===== config.mk =====
export PLATFORM = sky130hd
export DESIGN_NAME = pipeline_hazard_unit
export DESIGN_NICKNAME = d
export VERILOG_FILES = /design/src/rtl/pipeline_hazard_unit.sv
export SDC_FILE = /design/constraint.sdc
export NUM_CORES = 1
export LEC_CHECK = 0
export CORE_UTILIZATION = 40
export DETAILED_ROUTE_END_ITERATION = 10
export GPL_TIMING_DRIVEN = 0
export PLACE_DENSITY = 0.7
export SYNTH_ARGS = -nofsm -noshare
export SYNTH_HDL_FRONTEND = slang
export SYNTH_SLANG_ARGS = --single-unit

===== constraint.sdc =====
create_clock -name CLK -period 4 [get_ports CLK]
set_input_delay 0.6 -clock CLK [delete_from_list [all_inputs] [get_ports CLK]]
set_output_delay 0.6 -clock CLK [all_outputs]
set_load 0.02 [all_outputs]

===== src/rtl/pipeline_hazard_unit.sv =====
// pipeline_hazard_unit: stall, flush, forwarding and halt control for the in-order MIPS pipeline.
// Define HAZARD_STATS_EN to add saturating stall/flush/freeze event counters.
module pipeline_hazard_unit #(
  parameter int STAGES       = 3,
  parameter int REG_W        = 5,
  parameter int MEM_STAGE    = 2,
  parameter int BRANCH_STAGE = 2,
  parameter int LOAD_READY   = 3,
  parameter int STAT_W       = 32,
  localparam int SEL_W       = $clog2(STAGES + 1)
) (
  input  logic              CLK,
  input  logic              RST,
  input  logic              ihit,
  input  logic              dhit,
  input  logic              id_valid,
  input  logic [REG_W-1:0]  id_rs,
  input  logic [REG_W-1:0]  id_rt,
  input  logic              id_uses_rs,
  input  logic              id_uses_rt,
  input  logic              id_wen,
  input  logic [REG_W-1:0]  id_dest,
  input  logic              id_is_load,
  input  logic              id_is_mem,
  input  logic              id_halt,
  input  logic              branch_taken,
  output logic              pc_en,
  output logic              ifid_en,
  output logic              ifid_flush,
  output logic [STAGES-1:0] stage_en,
  output logic [STAGES-1:0] stage_flush,
  output logic [SEL_W-1:0]  fwd_sel_a,
  output logic [SEL_W-1:0]  fwd_sel_b,
  output logic              halt
`ifdef HAZARD_STATS_EN
  ,
  output logic [STAT_W-1:0] stall_cnt,
  output logic [STAT_W-1:0] flush_cnt,
  output logic [STAT_W-1:0] freeze_cnt
`endif
);

  if (STAGES < 1 || MEM_STAGE < 1 || MEM_STAGE > STAGES || BRANCH_STAGE < 1 ||
      BRANCH_STAGE > STAGES || LOAD_READY < 1 || STAT_W < 1) begin : g_param_check
    $error("pipeline_hazard_unit: illegal parameter combination");
  end

  typedef struct packed {
    logic             valid;
    logic             wen;
    logic [REG_W-1:0] dest;
    logic             is_load;
    logic             is_mem;
    logic             halt_op;
  } entry_t;

  typedef enum logic [2:0] {
    MODE_RESET,
    MODE_HALTED,
    MODE_FREEZE,
    MODE_BRANCH,
    MODE_STALL,
    MODE_IWAIT,
    MODE_RUN
  } mode_t;

  localparam logic [STAGES-1:0] BRANCH_MASK = STAGES'((1 << BRANCH_STAGE) - 1);

  entry_t           s [1:STAGES];
  entry_t           id_entry;
  logic             halt_r;
  logic             frozen;
  logic             load_use;
  logic             halt_fetch;
  logic [SEL_W-1:0] fwd_a_raw;
  logic [SEL_W-1:0] fwd_b_raw;
  mode_t            mode;

  // Producer in stage e writes the register the ID instruction actually reads.
  function automatic logic writes_src(input entry_t e, input logic [REG_W-1:0] src,
                                      input logic used);
    writes_src = e.valid && e.wen && (e.dest != '0) && (e.dest == src) && used;
  endfunction

  always_comb begin
    id_entry         = '0;
    id_entry.valid   = id_valid;
    id_entry.wen     = id_wen;
    id_entry.dest    = id_dest;
    id_entry.is_load = id_is_load;
    id_entry.is_mem  = id_is_mem;
    id_entry.halt_op = id_halt;
  end

  assign frozen = s[MEM_STAGE].valid && s[MEM_STAGE].is_mem && !dhit;

  always_comb begin
    load_use   = 1'b0;
    halt_fetch = id_valid && id_halt;
    for (int k = 1; k <= STAGES; k++) begin
      if (k < LOAD_READY && s[k].is_load &&
          (writes_src(s[k], id_rs, id_uses_rs) || writes_src(s[k], id_rt, id_uses_rt)))
        load_use = 1'b1;
      if (s[k].valid && s[k].halt_op)
        halt_fetch = 1'b1;
    end
    load_use = load_use && id_valid;
  end

  // Walk from oldest to youngest so the youngest eligible producer wins.
  always_comb begin
    fwd_a_raw = '0;
    fwd_b_raw = '0;
    for (int k = STAGES; k >= 1; k--) begin
      if (writes_src(s[k], id_rs, id_uses_rs) && (!s[k].is_load || k >= LOAD_READY))
        fwd_a_raw = SEL_W'(k);
      if (writes_src(s[k], id_rt, id_uses_rt) && (!s[k].is_load || k >= LOAD_READY))
        fwd_b_raw = SEL_W'(k);
    end
  end

  always_comb begin
    if (RST)                    mode = MODE_RESET;
    else if (halt_r)            mode = MODE_HALTED;
    else if (frozen)            mode = MODE_FREEZE;
    else if (branch_taken)      mode = MODE_BRANCH;
    else if (load_use)          mode = MODE_STALL;
    else if (!ihit)             mode = MODE_IWAIT;
    else                        mode = MODE_RUN;
  end

  always_comb begin
    pc_en       = 1'b0;
    ifid_en     = 1'b0;
    ifid_flush  = 1'b0;
    stage_en    = '0;
    stage_flush = '0;
    fwd_sel_a   = fwd_a_raw;
    fwd_sel_b   = fwd_b_raw;
    unique case (mode)
      MODE_RESET: begin
        ifid_flush  = 1'b1;
        stage_flush = '1;
        fwd_sel_a   = '0;
        fwd_sel_b   = '0;
      end
      MODE_HALTED: begin
        fwd_sel_a = '0;
        fwd_sel_b = '0;
      end
      MODE_FREEZE: begin
      end
      MODE_BRANCH: begin
        pc_en       = 1'b1;
        ifid_en     = 1'b1;
        ifid_flush  = 1'b1;
        stage_en    = '1;
        stage_flush = BRANCH_MASK;
      end
      MODE_STALL: begin
        stage_en       = '1;
        stage_flush[0] = 1'b1;
      end
      MODE_IWAIT: begin
        ifid_en    = 1'b1;
        ifid_flush = 1'b1;
        stage_en   = '1;
      end
      MODE_RUN: begin
        pc_en    = 1'b1;
        ifid_en  = 1'b1;
        stage_en = '1;
      end
      default: begin
      end
    endcase
    // A halt anywhere past fetch stops fetching; a load-use stall keeps IF/ID held instead.
    if (halt_fetch && (mode inside {MODE_BRANCH, MODE_IWAIT, MODE_RUN})) begin
      pc_en      = 1'b0;
      ifid_flush = 1'b1;
    end
  end

  always_ff @(posedge CLK) begin
    if (RST) begin
      halt_r <= 1'b0;
      for (int k = 1; k <= STAGES; k++)
        s[k] <= '0;
    end else begin
      if (mode != MODE_FREEZE && s[STAGES].valid && s[STAGES].halt_op)
        halt_r <= 1'b1;
      if (stage_en[0])
        s[1] <= stage_flush[0] ? '0 : id_entry;
      for (int k = 2; k <= STAGES; k++)
        if (stage_en[k-1])
          s[k] <= stage_flush[k-1] ? '0 : s[k-1];
    end
  end

  assign halt = halt_r;

`ifdef HAZARD_STATS_EN
  localparam logic [STAT_W-1:0] STAT_MAX = '1;

  always_ff @(posedge CLK) begin
    if (RST) begin
      stall_cnt  <= '0;
      flush_cnt  <= '0;
      freeze_cnt <= '0;
    end else begin
      if (mode == MODE_STALL && stall_cnt != STAT_MAX)
        stall_cnt <= stall_cnt + STAT_W'(1);
      if (mode == MODE_BRANCH && flush_cnt != STAT_MAX)
        flush_cnt <= flush_cnt + STAT_W'(1);
      if (mode == MODE_FREEZE && freeze_cnt != STAT_MAX)
        freeze_cnt <= freeze_cnt + STAT_W'(1);
    end
  end
`endif

endmodule


==> results.sh, run 1 <==
export IMPL_grt_remaining_overflow=0
export IMPL_vias=1354
export IMPL_min_path_cells=2
export IMPL_die_area_um2=4567
export IMPL_postCtsSetupRepairBufs=0
export IMPL_r2r_cells=7
export IMPL_grt_start_max_net_pins=30
export IMPL_fmax_mhz=259.4
export IMPL_worstSetupEndpointType="output pin"
export IMPL_nets=227
export IMPL_yosys_most_used_dff="edfxtp_1"
export IMPL_rsz0062_at_grt="false"
export IMPL_hp_start="s[0][30]"
export IMPL_crit_arrival_ns=3.26
export IMPL_most_common_layout_cells="clkdlybuf4s50_1, edfxtp_1, xor2_1, xnor2_1, and3_1"
export IMPL_timing_rr_start="s[0][16]"
export IMPL_path_class="in -> out"
export IMPL_cts_made_buffers=5
export IMPL_hold_class="reg -> reg"
export IMPL_worstSetupStartpointType="primary input"
export IMPL_cp_top_family="simple AND/OR/NAND/NOR gates"
export IMPL_hold_viol=0
export IMPL_firstDrtPassIters=4
export IMPL_dp_slack_ns=-0.02176
export IMPL_cts_tree="done"
export IMPL_period_share_pct=96.38
export IMPL_synth_cells=154
export IMPL_dpl_hpwl_um=3026
export IMPL_grt_pass1_vias=1387
export IMPL_gp_congestion=0.8103
export IMPL_syn_nets=181
export IMPL_syn_to_final_growth_pct=31.27
export IMPL_grt_pass1_wl_um=6458
export IMPL_wl_per_cell_um=15.57
export IMPL_setup_viol=0
export IMPL_syn_area_um2=1720
export IMPL_grt_usage_pct=19.96
export IMPL_synth_seq_cells=29
export IMPL_max_stage_delay_ns=0.68
export IMPL_power_density_nw_per_um2=338.8
export IMPL_final_common_cell="clkdlybuf4s50_1"
export IMPL_first_iter_violations=59
export IMPL_clk_latency_ns=0.28
export IMPL_fp_dieW_um=67.58
export IMPL_start_util_pct=42.40
export IMPL_finalWirelength_um=3909
export IMPL_min_to="halt"
export IMPL_clkSlewWorstSetupHoldPaths_ns=0.06
export IMPL_fin_cells=251
export IMPL_core_area_um2=4058
export IMPL_htreeDepth=2
export IMPL_ys_async_sr_fraction_pct=0
export IMPL_critPathBufInv=2
export IMPL_synth_edf_count=28
export IMPL_max_cap_violations=0
export IMPL_worst_pin_slew_ns=0.8176
export IMPL_antennaDiodeCount=0
export IMPL_ir_worst_vdd_uv=184.5
export IMPL_die_h_um=67.58
export IMPL_outcome="completed"
export IMPL_grt_antenna_before_repair=0
export IMPL_max_slew_margin_pct=45.38
export IMPL_drtAntennaViolNets=0
export IMPL_cp_max_fo=29
export IMPL_final_max_slew_viol_count=0
export IMPL_reg2reg_slack_ns=1.71
export IMPL_routed_via_density=5.394
export IMPL_p_leak_uw=0.0008772
export IMPL_skew_ns=0.003001
export IMPL_clockBufferDepth=2
export IMPL_cts_sinks=29
export IMPL_cp_common_cell="clkdlybuf4s50_1"
export IMPL_syn_avg_cell_area_um2=11.17
export IMPL_crit_chain="clkdlybuf4s50_1, nand3b_1, nor3b_1, or2_4, a21boi_0, clkdlybuf4s50_1"
export IMPL_layout_setup_ws_ns=0.1448
export IMPL_ys_seq_area_share_pct=50.04
export IMPL_fp_row_count=23
export IMPL_drc=0
export IMPL_io_pins=41
export IMPL_cp_slowest_cell="nor3b_1"
export IMPL_period_minus_slack_ns=3.855
export IMPL_ys_warn_count=0
export IMPL_placed_cells=243
export IMPL_required_ns=3.40
export IMPL_port_buffer_count=39
export IMPL_r2r_end="s[0][15]"
export IMPL_clockRootBuffer="clkbuf_8"
export IMPL_netlist_cell_type_count=36
export IMPL_drive_gt1_share_pct=9.950
[metal layers]
layer  wire length, µm  part of all wire [%]  global-route usage, %
met2              2011                    51                  32.18
met5                 0                     0                      0
met1              1596                    41                  22.88
met4               120                   3.1                  12.23
met3               180                   4.6                  6.250
[sequential cells by signal (all words and copies together) (netlist names)]
| name | count |
|---|---|
| halt | 1 |
| s | 28 |
[repair_timing]
| item | CTS | global route |
|---|---|---|
| setup endpoints to repair | 1 | 0 |
| hold buffers | 0 | 0 |
| resized for setup | 1 | 0 |
[cell families after synthesis]
family | Yosys count | share of synthesized area (%)
AOI/OAI and AO/OA | 20 | 8.728
xor gates and xnor gates | 30 | 15.27
buffers and inverters | 9 | 2.618
DFF | 29 | 50.04
and+or+nand+nor | 66 | 23.35
[synth_stat cells, drive strengths merged (4+ instances only)]
library cell | instances | share of area [%]
a21oi | 4 | 1.2
and2 | 19 | 7.5
and3 | 14 | 5.2
clkbuf | 5 | 1.1
edfxtp | 28 | 49
nand2 | 5 | 1.1
nand3 | 4 | 1.2
nor3 | 6 | 1.7
nor4 | 6 | 2.2
xnor2 | 14 | 7.1
xor2 | 16 | 8.1
[metrics by stage]
stage / util, % / TNS (ns) / area (µm²) / hold slack, ns / power [µW]
2_1_floorplan: - / 0 / 1720 / 0.4997 / 469.9
3_3_place_gp: 53.56 / 0 / 2173 / 0.5269 / 532.9
3_5_place_dp: 53.56 / -0.02176 / 2173 / 0.5478 / 541.5
4_1_cts: 55.66 / 0 / 2258 / 0.5598 / 770.8
5_1_grt: 55.66 / 0 / 2258 / 0.5816 / 803.3
6_report: 55.66 / 0 / 2258 / 0.5571 / 765.1
[worst reg2reg max path, cell delays in order (launching register included)]
cell and delay, ns:
edfxtp_1 0.48, xor2_1 0.20, nor4_1 0.43, nand3_1 0.20, a21o_1 0.22, and3_1 0.17, buf_4 0.16, and2_2 0.18
[worst max path at each step]
stage	start	end	slack, ns	cells past startpoint
after floorplan	RST	stage_flush[0]	1.06	4
after global placement	dhit	stage_flush[0]	0.12	6
after detailed placement	dhit	stage_flush[0]	-0.02	6
after CTS	dhit	stage_flush[0]	0.12	6
after global routing	dhit	stage_flush[0]	0.05	6
final	dhit	stage_flush[0]	0.14	6
[where the power goes]
part / leakage [µW] / switching, µW / internal (µW)
clock network: 0.0000450 / 109 / 120
registers: 0.000315 / 26.2 / 363
logic: 0.000517 / 67.9 / 78.7
[cell type report]
type	instances	area, µm²
inverter	1	3.754
clock buffer	6	72.57
fill	343	1799
tap	50	62.56
sequential	29	860.8
buffer	8	41.29
clock inverter	2	10.01
multi-input combinational	116	817.0
timing repair buffer	39	390.4
Power figures use the tool's default switching activity.
==> run 2: changes to the inputs <==
ABC_CLOCK_PERIOD_IN_PS = 4000   (was unset)
MAX_ROUTING_LAYER = met4   (was unset)
==> run 2 against run 1 <==
  * Die area unchanged
  * Critical path type unchanged
  * Critical endpoint unchanged
  * Total power about the same
  * Critical path depth unchanged
  * Largest cell class unchanged
  * Combinational power about the same
==> results.sh, run 2 (synthesized netlist as in run 1, its figures left out) <==
export IMPL_fin_area_um2=2258
export IMPL_io_pins=41
export IMPL_r2r_cells=7
export IMPL_nets=227
export IMPL_clockBufferDepth=2
export IMPL_clk_latency_ns=0.28
export IMPL_grt_usage_pct=20.59
export IMPL_drc=0
export IMPL_multi_input_area_um2=817.0
export IMPL_cts_made_buffers=5
export IMPL_regMostFlops="s"
export IMPL_fp_row_count=23
export IMPL_worstSetupStartpointType="primary input"
export IMPL_path_class="in -> out"
export IMPL_fp_dieW_um=67.58
export IMPL_htreeDepth=2
export IMPL_most_common_layout_cells="clkdlybuf4s50_1, edfxtp_1, xor2_1, xnor2_1, and3_1"
export IMPL_max_cap_violations=0
export IMPL_port_buffer_count=39
export IMPL_min_path_cells=2
export IMPL_power_total_uw=765.2
export IMPL_p_clk_share_pct=29.9
export IMPL_cp_slowest_cell="nor3b_1"
export IMPL_wl_per_cell_um=15.55
export IMPL_first_iter_violations=57
export IMPL_cp_max_fo=29
export IMPL_start_util_pct=42.40
export IMPL_cts_tree="done"
export IMPL_core_area_um2=4058
export IMPL_max_stage_delay_ns=0.69
export IMPL_grt_start_max_net_pins=30
export IMPL_gp_congestion=0.8222
export IMPL_firstDrtPassIters=4
export IMPL_period_share_pct=96.42
export IMPL_die_area_um2=4567
export IMPL_comb_power_share_pct=19.2
export IMPL_layout_setup_ws_ns=0.1434
export IMPL_required_ns=3.40
export IMPL_clkSlewWorstSetupHoldPaths_ns=0.06
export IMPL_routed_via_density=5.390
export IMPL_p_leak_uw=0.0008772
export IMPL_setup_viol=0
export IMPL_power_density_nw_per_um2=338.8
export IMPL_grt_remaining_overflow=0
export IMPL_dpl_hpwl_um=3026
export IMPL_finalWirelength_um=3903
export IMPL_postCtsSetupRepairBufs=0
export IMPL_cts_sinks=29
export IMPL_p_int_uw=562.0
export IMPL_outcome="completed"
export IMPL_fin_setup_tns_ns=0
export IMPL_worst_pin_slew_ns=0.8237
export IMPL_drive_gt1_share_pct=9.950
export IMPL_grt_pass1_vias=1394
export IMPL_grt_pass1_wl_um=6479
export IMPL_largest_register_ffs=28
export IMPL_vias=1353
export IMPL_cp_common_cell="clkdlybuf4s50_1"
export IMPL_power_switching_uw=203.1
export IMPL_hold_viol=0
export IMPL_seqPwrFrac_pct=50.9
export IMPL_syn_to_final_growth_pct=31.27
export IMPL_crit_chain="clkdlybuf4s50_1, nand3b_1, nor3b_1, or2_4, a21boi_0, clkdlybuf4s50_1"
export IMPL_swShare_pct=26.55
export IMPL_ir_worst_vdd_uv=186.8
export IMPL_nFillCells=343
export IMPL_max_slew_margin_pct=44.97
export IMPL_dpl_cell_area_um2=2173
export IMPL_antennaDiodeCount=0
export IMPL_rsz0062_at_grt="false"
export IMPL_fmax_mhz=259.3
export IMPL_grt_antenna_before_repair=0
export IMPL_die_h_um=67.58
export IMPL_skew_ns=0.004674
export IMPL_hold_class="reg -> reg"
export IMPL_clockRootBuffer="clkbuf_8"
export IMPL_utilization_pct=55.66
export IMPL_period_minus_slack_ns=3.857
export IMPL_final_common_cell="clkdlybuf4s50_1"
export IMPL_final_max_slew_viol_count=0
export IMPL_drtAntennaViolNets=0
export IMPL_seq_area_um2=860.8
export IMPL_worstSetupEndpointType="output pin"
export IMPL_crit_arrival_ns=3.26
export IMPL_dp_slack_ns=-0.02176
## run 2: cell counts in the layout (fill, tap and decap cells not counted)
No cell type changed its count.
## run 2: final cells by class
class	instances	share of cell area, %
clock buffers	6	3.213
clock inverters	2	0.4432
inverters	1	0.1662
plain buffers	8	1.828
flip-flops and latches	29	38.12
repair buffers	39	17.29
multi-input cells	116	36.18
well taps	50	2.770
## run 2: metrics by stage
stage	hold slack, ns	cells
after floorplan	0.4997	154
after global placement	0.5269	243
after detailed placement	0.5478	243
after CTS	0.5598	251
after global routing	0.5816	251
final	0.5612	251
## run 2: worst paths after layout
check / end / from / slack (ns)
max reg2reg: s[0][17] / s[0][16] / 1.71
min reg2reg: halt / s[0][30] / 0.56
min: halt / s[0][30] / 0.56
max: stage_flush[0] / dhit / 0.14
## run 2: timing repair
| action | 4_1_cts | 5_1_grt |
|---|---|---|
| endpoints found under the setup margin | 1 | 0 |
| resized for setup | 1 | 0 |
| hold buffers | 0 | 0 |
## run 2: power by group through the flow
stage	Combinational (µW)	Sequential, µW	Clock, µW
global placement	139	393	0
floorplan	82.5	387	0
finish	147	390	229
detailed placement	145	396	0
global route	158	393	252
CTS	148	389	234
## run 2: layer usage
metal | wire length [µm] | global-route usage [%] | up-vias
met5 | 0 | - | -
met4 | 119 | 12.23 | 0
li1 | - | - | 660
met1 | 1611 | 23.09 | 648
met3 | 165 | 6.250 | 10
met2 | 2007 | 32.05 | 35
## run 2: critical path, delay by kind of cell
kind,cells,cell delay [ns]
buffers and inverters,2,1.10
and+or+nand+nor,3,1.30
AOI/OAI and AO/OA,1,0.26
